$ cat config.mk
export PLATFORM = sky130hd
export DESIGN_NAME = fifo_parser_sync
export DESIGN_NICKNAME = d
export VERILOG_FILES = /design/src/rtl/fifo_parser_sync_pkg.sv /design/src/rtl/fifo_parser_sync_ram.sv /design/src/rtl/fifo_parser_sync.sv
export SDC_FILE = /design/constraint.sdc
export NUM_CORES = 1
export LEC_CHECK = 0
export ABC_AREA = 0
export CORE_MARGIN = 8
export CORE_UTILIZATION = 53
export CTS_CLUSTER_SIZE = 12
export DETAILED_ROUTE_END_ITERATION = 6
export PLACE_DENSITY = 0.78
export SLEW_MARGIN = 25
export SYNTH_ARGS = -nofsm -noshare
export SYNTH_HDL_FRONTEND = slang
export SYNTH_HIERARCHICAL = 1
export SYNTH_SLANG_ARGS = --single-unit
$ cat constraint.sdc
create_clock -name clk -period 7.85 [get_ports clk]
set_input_delay 2.355 -clock clk [delete_from_list [all_inputs] [get_ports clk]]
set_output_delay 2.355 -clock clk [all_outputs]
set_load 0.05 [all_outputs]
$ cat src/rtl/fifo_parser_sync_pkg.sv
// fifo_parser_sync_pkg: read-mode encodings and constant helpers shared by the parser FIFO
package fifo_parser_sync_pkg;
  localparam int FIFO_STD = 0;
  localparam int FIFO_FWFT = 1;
  function automatic int clog2(input int v);
    int r = 0;
    while ((1 << r) < v) r++;
    return r;
  endfunction
endpackage

$ cat src/rtl/fifo_parser_sync_ram.sv
// fifo_parser_sync_ram: simple dual-port array, sync write, registered read with enable
module fifo_parser_sync_ram #(
  parameter int WIDTH = 85,
  parameter int DEPTH = 8,
  parameter int AW = 3
) (
  input  logic             clk,
  input  logic             rst_n,
  input  logic             we,
  input  logic [AW-1:0]    wa,
  input  logic [WIDTH-1:0] wd,
  input  logic             re,
  input  logic [AW-1:0]    ra,
  output logic [WIDTH-1:0] q
);
  logic [WIDTH-1:0] mem [DEPTH];
  always_ff @(posedge clk) if (we) mem[wa] <= wd;
  always_ff @(posedge clk or negedge rst_n)
    if (!rst_n) q <= '0;
    else if (re) q <= mem[ra];
endmodule

$ cat src/rtl/fifo_parser_sync.sv
// fifo_parser_sync: parametrised single-clock FIFO with std/FWFT read, thresholds,
// occupancy count, overflow/underflow pulses and reset-busy handshake
import fifo_parser_sync_pkg::*;
module fifo_parser_sync #(
  parameter int WIDTH = 85,
  parameter int DEPTH = 8,
  parameter int FWFT = 0,
  parameter int PROG_FULL_THRESH = 3,
  parameter int PROG_EMPTY_THRESH = 1,
  parameter int RST_BUSY_CYCLES = 2
) (
  input  logic                       clk,
  input  logic                       rst_n,
  input  logic [WIDTH-1:0]           din,
  input  logic                       wr_en,
  output logic                       full,
  output logic                       prog_full,
  input  logic                       rd_en,
  output logic [WIDTH-1:0]           dout,
  output logic                       valid,
  output logic                       empty,
  output logic                       prog_empty,
  output logic [clog2(DEPTH):0]      data_count,
  output logic                       overflow,
  output logic                       underflow,
  output logic                       wr_rst_busy,
  output logic                       rd_rst_busy
);
  localparam int AW = clog2(DEPTH);
  localparam int CW = AW + 1;
  localparam int BW = clog2(RST_BUSY_CYCLES + 1);
  localparam bit FW = (FWFT == FIFO_FWFT);
  if (WIDTH < 1 || DEPTH < 4 || (DEPTH & (DEPTH - 1)) != 0 ||
      PROG_FULL_THRESH < 1 || PROG_FULL_THRESH > DEPTH ||
      PROG_EMPTY_THRESH < 0 || PROG_EMPTY_THRESH >= DEPTH ||
      RST_BUSY_CYCLES < 1 || (FWFT != FIFO_STD && FWFT != FIFO_FWFT)) begin : g_bad_params
    $error("fifo_parser_sync: illegal parameter set");
  end
  logic [AW-1:0] wr_ptr, rd_ptr;
  logic [CW-1:0] mem_cnt;
  logic [BW-1:0] busy_cnt;
  logic busy, wr_acc, rd_acc, ram_re;
  assign busy = busy_cnt != '0;
  assign wr_rst_busy = busy;
  assign rd_rst_busy = busy;
  // in FWFT mode the output register holds one word outside the array
  assign data_count = mem_cnt + CW'(FW & valid);
  assign full = busy | (data_count == CW'(DEPTH));
  assign empty = busy | (FW ? ~valid : (mem_cnt == '0));
  assign prog_full = data_count >= CW'(PROG_FULL_THRESH);
  assign prog_empty = data_count <= CW'(PROG_EMPTY_THRESH);
  assign wr_acc = wr_en & ~full;
  assign rd_acc = rd_en & ~empty;
  // FWFT refills the head register whenever it is empty or being popped
  assign ram_re = FW ? (mem_cnt != '0) & (~valid | rd_acc) : rd_acc;
  fifo_parser_sync_ram #(.WIDTH(WIDTH), .DEPTH(DEPTH), .AW(AW)) u_ram (
    .clk(clk), .rst_n(rst_n), .we(wr_acc), .wa(wr_ptr), .wd(din),
    .re(ram_re), .ra(rd_ptr), .q(dout)
  );
  always_ff @(posedge clk or negedge rst_n)
    if (!rst_n) begin
      wr_ptr <= '0;
      rd_ptr <= '0;
      mem_cnt <= '0;
      valid <= 1'b0;
      overflow <= 1'b0;
      underflow <= 1'b0;
      busy_cnt <= BW'(RST_BUSY_CYCLES);
    end else begin
      busy_cnt <= busy ? busy_cnt - 1'b1 : busy_cnt;
      if (wr_acc) wr_ptr <= wr_ptr + 1'b1;
      if (ram_re) rd_ptr <= rd_ptr + 1'b1;
      mem_cnt <= mem_cnt + CW'(wr_acc) - CW'(ram_re);
      valid <= FW ? (ram_re | (valid & ~rd_acc)) : rd_acc;
      overflow <= wr_en & full & ~busy;
      underflow <= rd_en & empty & ~busy;
    end
endmodule

==> results of run 1 <==
-- worst paths after layout --
path / startpoint / end / depth (start not counted)
setup / recovery: mem_cnt[2]$_DFF_PN0_ / prog_empty / 5
hold / removal: busy_cnt[0]$_DFFE_PN0N_ / busy_cnt[0]$_DFFE_PN0N_ / 1
setup reg to reg: rd_ptr[1]$_DFFE_PN0P_ / u_ram/q[76]$_DFFE_PN0P_ / 5
hold reg to reg: busy_cnt[0]$_DFFE_PN0N_ / busy_cnt[0]$_DFFE_PN0N_ / 1
max in group asynchronous: rst_n / rd_ptr[2]$_DFFE_PN0P_ / 2
min in group asynchronous: rst_n / u_ram/q[46]$_DFFE_PN0P_ / 1
-- per-layer routing --
metal / vias to the layer above / global-route usage (%) / share of wire (%)
met5: - / 0 / 0
met4: 0 / 6.30 / 2.1
met3: 107 / 3.34 / 6.4
met2: 579 / 34.7 / 50
met1: 8380 / 27.0 / 41
li1: 7197 / - / -
-- critical path, stage by stage (launching register included) --
cell             delay, ns
dfrtp_1               0.37
inv_1                 0.12
ha_1                  0.32
a21oi_1               0.11
a21oi_1               0.13
clkdlybuf4s50_1       0.82
-- sequential cells by signal (all words and copies together), names as in the netlist --
signal and flops:
overflow 1, wr_ptr 3, u_ram/q 85, rd_ptr 3
underflow 1, busy_cnt 2, mem_cnt 4, u_ram/mem 680
valid 1
-- per-stage QoR --
| step | setup WS (ns) | cells | utilization (%) | area, um2 |
|---|---|---|---|---|
| 5_1_grt | 2.85 | 2730 | 62.7 | 35400 |
| 2_1_floorplan | 0.993 | 1728 | - | 30300 |
| 3_5_place_dp | 2.51 | 2582 | 58.1 | 32800 |
| 3_3_place_gp | 2.53 | 2582 | 58.1 | 32800 |
| 4_1_cts | 2.98 | 2728 | 62.6 | 35400 |
| 6_report | 3.01 | 2730 | 62.7 | 35400 |
-- cells in the mapped netlist (2+ instances only) --
| cell | count | area, um2 |
|---|---|---|
| dfrtp_1 | 99 | 2480 |
| a22oi_1 | 85 | 638 |
| buf_6 | 7 | 78.8 |
| nand2b_1 | 3 | 18.8 |
| mux2_4 | 2 | 30.0 |
| nand3_1 | 88 | 440 |
| a21oi_1 | 5 | 25.0 |
| a41o_1 | 85 | 851 |
| edfxtp_1 | 680 | 20400 |
| buf_2 | 30 | 150 |
| nand2_1 | 10 | 37.5 |
| inv_1 | 9 | 33.8 |
| buf_1 | 5 | 18.8 |
| ha_1 | 10 | 125 |
| nor2_1 | 8 | 30.0 |
| nor2_4 | 2 | 22.5 |
| a211o_1 | 85 | 744 |
| mux2i_1 | 255 | 2550 |
| clkbuf_1 | 49 | 184 |
| nor3_1 | 2 | 10.0 |
| a21oi_4 | 2 | 32.5 |
| nor2b_1 | 170 | 1060 |
| xor2_1 | 6 | 52.6 |
| buf_4 | 24 | 180 |
-- final cells by class --
class,count,share of cell area [%]
Tap cell,756,2.67
Multi-Input combinational cell,824,19.2
Timing Repair Buffer,214,6.00
Clock inverter,19,0.848
Antenna cell,1,0.00707
Sequential cell,780,64.8
Inverter,9,0.0954
Clock buffer,127,6.38
-- power by group through the flow --
stage / logic, mW / registers, mW / clock network [mW]
finish: 4.63 / 5.79 / 3.68
global route: 4.90 / 5.86 / 3.92
CTS: 4.60 / 5.84 / 3.75
detailed placement: 4.57 / 5.91 / 0
global placement: 4.50 / 5.88 / 0
floorplan: 2.53 / 6.51 / 0
-- cell families after synthesis --
group | after synthesis | share of synthesized area, %
AO/OA/AOI/OAI | 264 | 7.60
XOR/XNOR | 7 | 0.202
adder cells (fa/ha/maj) | 11 | 0.479
buffers and inverters | 124 | 2.13
flip-flops | 780 | 75.6
multiplexers | 257 | 8.52
AND/OR/NAND/NOR | 285 | 5.43
==> results_dict.tcl, run 1 <==
set metrics [dict create \
    yosysWarnings 6 \
    cts.clk_slew.worst_paths_ns 0.06 \
    powerDensity_mw_per_mm2 399 \
    io_pins 187 \
    hold_ws_ns 0.464 \
    dpl.hpwl_um 36600 \
    num_rows 87 \
    portBuffers 186 \
    hold_violations 0 \
    slew_headroom_pct 28.1 \
    p_sw_share_pct 35.0 \
    status "complete, no violations" \
    multi_input_area_mm2 0.00681 \
    leakage_nw 12.7 \
    comb_power_share_pct 32.8 \
    area_delta_synth_final_pct 16.8 \
    place_congestion 0.772 \
    cts_buffer_depth 3 \
    clock.fmax_mhz 206 \
    arrival_ns 2.49 \
    synth_edf_count 680 \
    routed_wl_um 66800 \
    antenna_found_initial 1 \
    postSynthAreaPerCell_um2 17.5 \
    grt_use_total_pct 20.4 \
    cp_max_fo 6 \
    totalNegativeSetupSlack_ns 0 \
    grt_pass1_vias 16891 \
    ys_ff_latch 780 \
    drc 0 \
    core_mm2 0.0565 \
    die_y_um 255 \
    first_pass_iters 5 \
    postSynth.asyncResetShare_pct 12.8 \
    clock_latency_ns 0.63 \
    layout-drive-gt1-share_pct 7.81 \
    post_cts.repair.setup_buffers 0 \
    ant_nets 0 \
    cts_resized 0 \
    cts_sinks 780 \
    slew_viol_final 0 \
    period_share_pct 61.7 \
    yosysSeqAreaShare_pct 75.6 \
    r2r_slack_ns 4.44 \
    grt_max_degree 175 \
    final_common_cell "edfxtp_1" \
    die_x_um 255 \
    worstHoldPathType "flip-flop to flip-flop" \
    clockRootBuffer "clkbuf_16" \
    grt_pass1_wl_um 101000 \
    p_seq_share_pct 41.1 \
    synthCells 1728 \
    switchingPower_mw 4.94 \
    via_count 16263 \
    synth_area_mm2 0.0303 \
    synth_top_flop_cell "edfxtp_1" \
    worstSetupPathType "flip-flop to output pin" \
    finClkSkew_ns 0.0246 \
    avgRoutedWirePerCell_um 24.5 \
    power_mw 14.1 \
    tightestPinTransition_ns 1.08 \
    clockPowerShare_pct 26.1 \
    synth_fp_nets 1828 \
    fp.dieArea_mm2 0.0651 \
    grt_overflow 0 \
    internal_power_mw 9.18 \
    min_period_ns 4.84 \
    synth_cell_types 31 \
    cts_buffers 80 \
    postCtsHoldBufs 0 \
    start_kind "flip-flop" \
    nFillCells 3873 \
    crit_required_ns 5.50 \
    setup_viol 0 \
    final-seq-area_mm2 0.0229 \
    tritoncts "yes" \
    max-cap-violations 0 \
    htree_levels 3 \
    critPathCaptureType "output pin" \
    drt_iter0_markers 1269 \
    final_cell_mix "edfxtp_1, mux2i_1, clkdlybuf4s50_1, nor2b_1, dfrtp_1" \
    initial_utilization_pct 53.6 \
    peakVddDrop_mv 0.210 \
    via_per_inst 5.96 \
    nNetsFinal 2009 \
    rsz0062_at_grt "no" \
]
(Power assumes the default switching activity.)
==> run 2, diff against run 1 <==
Settings changed: PLACE_DENSITY 0.78 to 0.75.
Clock period 7.85 ns to 4.9 ns, I/O delays scaled along.
==> run 2 against run 1 <==
Worst hold slack improved by 0.0044 ns. Die area unchanged. Clock-buffer cell count increased by 5. Via count decreased by 1.2%. First-iteration DRC count decreased by 4.6%. Sequential power increased by 59%. Cell count about the same. Register-to-register slack got worse by 2.2 ns. Sequential share of layout area increased by 0.13 points.
==> results_dict.tcl, run 2 (synthesized netlist as in run 1, its figures left out) <==
set metrics [dict create \
    tightestPinTransition_ns 0.897 \
    post_cts.repair.setup_buffers 0 \
    ant_nets 0 \
    clockRootBuffer "clkbuf_16" \
    fin_area_mm2 0.0353 \
    io_pins 187 \
    grt_overflow 0 \
    path_buf_inv 2 \
    place_area_mm2 0.0330 \
    clockPowerShare_pct 24.6 \
    area_delta_synth_final_pct 16.6 \
    worstSetupPathType "flip-flop to output pin" \
    grtUsageMet1_pct 25.0 \
    clock_latency_ns 0.62 \
    htree_levels 3 \
    dpl.cell_count 2584 \
    fp.dieArea_mm2 0.0651 \
    clock.fmax_mhz 251 \
    p_sw_share_pct 34.8 \
    cts_buffers 78 \
    grt_use_total_pct 19.5 \
    finClkSkew_ns 0.0207 \
    largestRegisters "u_ram/mem: 680 flops, u_ram/q: 85 flops, mem_cnt: 4 flops" \
    leakage_nw 12.6 \
    worstHoldPathType "flip-flop to flip-flop" \
    cp_slowest_stage_delay_ns 0.82 \
    start_kind "flip-flop" \
    grt_pass1_vias 16953 \
    setup_viol 0 \
    routed_wl_um 63200 \
    largest_reg_flops 680 \
    max-cap-violations 0 \
    drt_iter0_markers 1210 \
    power_mw 22.1 \
    cp_max_fo 6 \
    place_congestion 0.733 \
    nNetsFinal 2008 \
    status "complete, no violations" \
    tritoncts "yes" \
    hold_ws_ns 0.468 \
    switchingPower_mw 7.69 \
    top_register "u_ram/mem" \
    critPathCaptureType "output pin" \
    path_cells "inv_1 > ha_1 > a21oi_1 > a21oi_1 > clkdlybuf4s50_1" \
    cpLargestDelayFamily "buffers and inverters" \
    critPathMostFrequentCell "a21oi_1" \
    grt_use_met3_pct 3.93 \
    hold_violations 0 \
    die_y_um 255 \
    cts_sinks 780 \
    layout-drive-gt1-share_pct 7.36 \
    die_x_um 255 \
    rsz0062_at_grt "no" \
    grt_busiest_layer "met2" \
    peakVddDrop_mv 0.450 \
    slew_headroom_pct 40.2 \
    powerDensity_mw_per_mm2 626 \
    cts.clk_slew.worst_paths_ns 0.05 \
    portBuffers 186 \
    initial_utilization_pct 53.6 \
    final_cell_mix "edfxtp_1, mux2i_1, clkdlybuf4s50_1, nor2b_1, dfrtp_1" \
    dpl.hpwl_um 34400 \
    slew_viol_final 0 \
    grtUsageMet2_pct 33.2 \
    min_period_ns 3.98 \
    grt_pass1_wl_um 97300 \
    core_mm2 0.0565 \
    final_common_cell "edfxtp_1" \
    internal_power_mw 14.4 \
    comb_power_share_pct 33.8 \
    drc 0 \
    period_share_pct 81.2 \
    worst_path_max_delay_cell "clkdlybuf4s50_1" \
    p_seq_share_pct 41.6 \
    postCtsHoldBufs 0 \
    via_count 16067 \
    via_per_inst 5.89 \
    grt_max_degree 174 \
    avgRoutedWirePerCell_um 23.2 \
    cts_resized 0 \
    first_pass_iters 5 \
    crit_required_ns 3.43 \
    arrival_ns 2.51 \
    cts_buffer_depth 3 \
    antenna_found_initial 5 \
    num_rows 87 \
    fin_cells 2729 \
]
## run 2: changes by cell type in the layout (fill, tap and decap cells not counted), sizes merged
cell / delta
diode: +1
buf: +1
clkbuf: +5
clkinv: -3
clkinvlp: +1
bufinv: -6
## run 2: layer usage
| metal | routed length [um] | vias up |
|---|---|---|
| li1 | - | 7191 |
| met1 | 26200 | 8285 |
| met2 | 31700 | 496 |
| met3 | 3930 | 89 |
| met4 | 1310 | 6 |
| met5 | 41 | - |
## run 2: path summary, 6_finish.rpt
kind                       slack [ns]                 endpoint  cells past startpoint                     from
min                              0.47  busy_cnt[0]$_DFFE_PN0N_                      1  busy_cnt[0]$_DFFE_PN0N_
max                              0.92               prog_empty                      5     mem_cnt[2]$_DFF_PN0_
max in group asynchronous        3.04  u_ram/q[10]$_DFFE_PN0P_                      2                    rst_n
min reg2reg                      0.47  busy_cnt[0]$_DFFE_PN0N_                      1  busy_cnt[0]$_DFFE_PN0N_
max reg2reg                      2.21  u_ram/q[30]$_DFFE_PN0P_                      4    rd_ptr[2]$_DFFE_PN0P_
min in group asynchronous        0.91  u_ram/q[46]$_DFFE_PN0P_                      1                    rst_n
## run 2: stage by stage
step	setup TNS [ns]	worst slack [ns]	utilization (%)
2_1_floorplan	-671.47	-1.07	-
3_3_place_gp	0	1.15	58.3
3_5_place_dp	0	1.11	58.4
4_1_cts	0	0.909	62.5
5_1_grt	0	0.811	62.5
6_report	0	0.920	62.6
## run 2: final cells by class
type,count,area [um2]
sequential,780,22900
antenna,2,5.00
clock inverter,11,75.1
multi-input combinational,824,6810
timing repair buffer,215,2260
tap,756,946
inverter,9,33.8
fill,3885,21200
clock buffer,132,2270
## run 2: power groups by stage
stage	clock (mW)	combinational (mW)	sequential (mW)
6_report	5.44	7.47	9.20
5_1_grt	5.81	7.94	9.31
4_1_cts	5.54	7.54	9.22
3_5_place_dp	0	7.50	9.33
3_3_place_gp	0	7.22	9.41
2_1_floorplan	0	4.05	10.4
